### src/rtl/reset_sequencer.sv
// Debounces a board reset button, then releases N reset domains in index order; shared countdown.
// Latency: domain k releases 2 + DEBOUNCE_CYCLES + (k+1)*STAGE_CYCLES edges after release; no backpressure.
module reset_sequencer #(
  parameter int N_DOMAINS       = 4,
  parameter int DEBOUNCE_CYCLES = 100000,
  parameter int STAGE_CYCLES    = 1000,
  parameter int CNT_W           = 17,
  parameter int STAGE_W         = ($clog2(N_DOMAINS) < 1) ? 1 : $clog2(N_DOMAINS)
) (
  input  logic                 CLK,
  input  logic                 RST,
  input  logic                 i_btn,
  input  logic                 i_sw_req,
  output logic [N_DOMAINS-1:0] rst_out,
  output logic                 sys_ready,
  output logic                 busy,
  output logic [STAGE_W-1:0]   stage
);

  typedef enum logic [1:0] {
    HOLD     = 2'd0,
    DEBOUNCE = 2'd1,
    STAGE    = 2'd2,
    RUN      = 2'd3
  } state_t;

  localparam logic [CNT_W-1:0]   DEB_LOAD   = CNT_W'(DEBOUNCE_CYCLES - 1);
  localparam logic [CNT_W-1:0]   STG_LOAD   = CNT_W'(STAGE_CYCLES - 1);
  localparam logic [STAGE_W-1:0] LAST_STAGE = STAGE_W'(N_DOMAINS - 1);

  state_t               state_q, state_d;
  logic [CNT_W-1:0]     cnt_q, cnt_d;
  logic [STAGE_W-1:0]   stage_q, stage_d;
  logic [N_DOMAINS-1:0] rst_out_q, rst_out_d;
  logic                 sys_ready_q, sys_ready_d;
  logic                 busy_q, busy_d;
  logic                 btn_meta_q, btn_meta_d;
  logic                 btn_s_q, btn_s_d;

  always_comb begin
    btn_meta_d  = i_btn;
    btn_s_d     = btn_meta_q;
    state_d     = state_q;
    cnt_d       = cnt_q;
    stage_d     = stage_q;
    rst_out_d   = rst_out_q;
    sys_ready_d = sys_ready_q;
    busy_d      = busy_q;

    // A press or a software request wins from any state, including mid-sequence.
    if (btn_s_q || i_sw_req) begin
      state_d     = HOLD;
      cnt_d       = '0;
      stage_d     = '0;
      rst_out_d   = '1;
      sys_ready_d = 1'b0;
      busy_d      = 1'b0;
    end else begin
      case (state_q)
        HOLD: begin
          state_d = DEBOUNCE;
          cnt_d   = DEB_LOAD;
          busy_d  = 1'b1;
        end
        DEBOUNCE: begin
          if (cnt_q != '0) begin
            cnt_d = cnt_q - 1'b1;
          end else begin
            state_d = STAGE;
            cnt_d   = STG_LOAD;
            stage_d = '0;
          end
        end
        STAGE: begin
          if (cnt_q != '0) begin
            cnt_d = cnt_q - 1'b1;
          end else begin
            rst_out_d[stage_q] = 1'b0;
            if (stage_q == LAST_STAGE) begin
              state_d     = RUN;
              sys_ready_d = 1'b1;
              busy_d      = 1'b0;
            end else begin
              stage_d = stage_q + 1'b1;
              cnt_d   = STG_LOAD;
            end
          end
        end
        RUN: begin
          state_d = RUN;
        end
        default: begin
          state_d = HOLD;
        end
      endcase
    end
  end

  // Synchroniser resets to "pressed" so no domain can leave reset before a real release.
  always_ff @(posedge CLK) begin
    if (RST) begin
      btn_meta_q  <= 1'b1;
      btn_s_q     <= 1'b1;
      state_q     <= HOLD;
      cnt_q       <= '0;
      stage_q     <= '0;
      rst_out_q   <= '1;
      sys_ready_q <= 1'b0;
      busy_q      <= 1'b0;
    end else begin
      btn_meta_q  <= btn_meta_d;
      btn_s_q     <= btn_s_d;
      state_q     <= state_d;
      cnt_q       <= cnt_d;
      stage_q     <= stage_d;
      rst_out_q   <= rst_out_d;
      sys_ready_q <= sys_ready_d;
      busy_q      <= busy_d;
    end
  end

  assign rst_out   = rst_out_q;
  assign sys_ready = sys_ready_q;
  assign busy      = busy_q;
  assign stage     = stage_q;

endmodule

### config.mk
export PLATFORM = sky130hd
export DESIGN_NAME = reset_sequencer
export DESIGN_NICKNAME = d
export VERILOG_FILES = /design/src/rtl/reset_sequencer.sv
export SDC_FILE = /design/constraint.sdc
export NUM_CORES = 1
export LEC_CHECK = 0
export ABC_AREA = 1
export CELL_PAD_IN_SITES_DETAIL_PLACEMENT = 1
export CELL_PAD_IN_SITES_GLOBAL_PLACEMENT = 1
export CORE_UTILIZATION = 47
export DETAILED_ROUTE_END_ITERATION = 7
export DONT_BUFFER_PORTS = 1
export PLACE_DENSITY = 0.84
export SLEW_MARGIN = 20
export SYNTH_ARGS = -nofsm -noshare
export SYNTH_HDL_FRONTEND = slang
export SYNTH_SLANG_ARGS = --single-unit
### constraint.sdc
create_clock -name CLK -period 4.7 [get_ports CLK]
set_input_delay 0.94 -clock CLK [delete_from_list [all_inputs] [get_ports CLK]]
set_output_delay 0.94 -clock CLK [all_outputs]
set_load 0.02 [all_outputs]
==> flow_summary.yaml <==
critical_path:
  path_class: "reg -> reg"
  crit_start: "cnt_q[0]"
  critPathRequiredTime_ps: 4870
  cp_data_arrival_time_ps: 2220
  rr_startpoint: "cnt_q[0]"
  start_kind: "flip-flop"
  cp_max_fo: 15
  endpoint_kind: "flip-flop"
global_routing:
  grtUsageTotal: 0.252
  grt_max_degree: 26
  grt_pass1_wl_um: 8200
  grt_pass1_vias: 1879
  overflow: 0
  grt_antenna_before_repair: 0
synthesis:
  yosys_warnings: 0
  synth_area_per_cell_um2: 6.10
  synth_area_um2: 1870
  synth_seq_cells: 29
  synthCells: 307
  synth_cell_types: 22
  yosysSeqAreaShare: 0.310
  synth_nets: 322
power:
  p_clk_frac: 0.396
  power.density_nw_per_um2: 252
  vdd_ir_drop_max_v: 0.000177
  power.share.sequential: 0.501
  p_switching_uw: 131
  p_leak_uw: 0.000980
  p_comb_frac: 0.103
  internal-power_uw: 370
  swShare: 0.262
  power_uw: 501
finish:
  syn_to_final_growth_pct: 5.95
  num_antenna_cells: 0
  drive_gt1_frac: 0.0647
  num-nets-final: 323
  final_cell_count_no_fill: 357
clock_network:
  clkLatencyLatePin_ps: 280
  post_cts_buffers: 0
  numClockSinks: 29
  cts_tree: "yes"
  h-tree-depth: 2
  clk_path_buf_depth: 2
  holdBufCountCts: 0
  path_clk_slew_ps: 60
  cts_root_buffer: "clkbuf_8"
  cts_buffers: 5
  cts_resized: 0
status:
  status: "completed"
sta:
  fmax_ghz: 0.488
  finalCriticalPeriod_ps: 2050
  report.final.slew_viol_count: 0
  max_slew_margin: 0.638
  rsz0062_at_grt: "no"
  fin_skew_ps: 1.78
  tightest_slew_ps: 542
  hold_viol: 0
  setup_violations: 0
  final.period_utilization: 0.436
  finalSetupTns_ps: 0
worst_hold_path:
  min_from: "btn_meta_q"
  holdCritPathClass: "reg -> reg"
floorplan:
  initial_core_util: 0.500
  coreArea_um2: 3740
  dieArea_um2: 4240
  die_h_um: 65.1
  rows: 22
  die_w_um: 65.1
  ios: 12
run:
  maxCapViolCount: 0
drt:
  wl_um: 4510
  drt_iter0_markers: 56
  ant_nets: 0
  viasPerCell: 4.98
  first_pass_iters: 4
  vias: 1779
  wl_per_cell_um: 12.6
  drc: 0
place:
  dp_hpwl_um: 3480
  globalplace.congestion: 0.759
  port_buffers: 0
  placed_cells: 349
-- layout make-up --
cell class / count / area [um^2]
clock buffers: 8 / 80.1
fillers: 550 / 1760
inverters: 39 / 146
multi-input cells: 231 / 1100
flip-flops and latches: 29 / 581
well taps: 48 / 60.1
repair buffers: 2 / 15.0
-- Yosys cell counts, drive strengths merged --
cell	instances	area [um^2]
clkinv	1	3.75
dfxtp	29	581
or2	2	12.5
a21oi	2	10.0
nand4	14	87.6
ha	11	138
inv	38	143
nand2	97	382
nor2	73	289
a21boi	1	7.51
o21ai	7	35.0
buf	5	37.5
xor2	1	8.76
clkbuf	3	11.3
nand3	20	113
nor3	3	15.0
-- sequential cells by signal (all words and copies together), names as in the netlist --
register / count
rst_out: 4
sys_ready: 1
cnt_q: 17
state_q: 2
btn_meta_q: 1
btn_s_q: 1
busy: 1
stage: 2
-- final timing paths --
check / cells past startpoint / slack [ps] / end
worst max-delay path: 12 / 2650 / cnt_q[14]
worst min-delay path: 1 / 430 / btn_s_q
worst max register to register: 12 / 2650 / cnt_q[14]
worst min register to register: 1 / 430 / btn_s_q
-- cell usage in the layout (no fill, tap or decap) --
cell type,instances
nand2_1,92
nor2_1,69
inv_1,38
dfxtp_1,29
nand3_1,19
nand4_1,14
ha_1,11
o21ai_0,7
clkbuf_8,5
nand2_2,4
nor2_2,3
clkbuf_1,3
nor3_1,2
a21oi_1,2
or2_2,2
buf_4,2
nor2_4,1
nand2_4,1
nor3_2,1
nand3_4,1
clkinv_1,1
a21boi_0,1
xor2_1,1
-- critical path: stages, from the launching register on --
cell	delay (ps)
dfxtp_1	310
inv_1	90
ha_1	210
inv_1	50
nor2_1	40
nand2_1	70
nor2_1	50
nand2_2	230
nand2_4	190
nand3_4	180
clkinv_1	270
nor2_1	170
nor2_1	60
-- power by group through the flow --
stage	registers [uW]	clock network (uW)	logic, uW
2_1_floorplan	256	0	43.3
3_3_place_gp	256	0	49.4
3_5_place_dp	256	0	51.5
4_1_cts	251	204	52.2
5_1_grt	251	212	60.2
6_report	251	198	51.7
-- through the flow --
step	hold WS [ps]	worst slack [ps]	utilization	instance area, um^2
floorplan	389	2810	-	1870
global route	441	2410	0.530	1980
global placement	401	2740	0.509	1900
finish	428	2650	0.530	1980
detailed placement	419	2630	0.509	1900
CTS	436	2620	0.530	1980
-- logic make-up after synthesis --
kind of cell,count (synthesis),share of synthesized area
buffers and inverters,47,0.104
XOR/XNOR,1,0.00468
flip-flops,29,0.310
AO/OA/AOI/OAI,10,0.0281
adder cells (fa/ha/maj),11,0.0735
AND/OR/NAND/NOR,209,0.480
-- metal layers --
metal	global-route usage	share of wire	wire (um)	up-vias
li1	-	-	-	949
met1	0.305	0.48	2150	804
met2	0.443	0.48	2170	19
met3	0.0469	0.026	119	7
met4	0.0924	0.015	68	0
met5	0	0	0	-
Note: power is estimated with default switching activity, not from simulation.
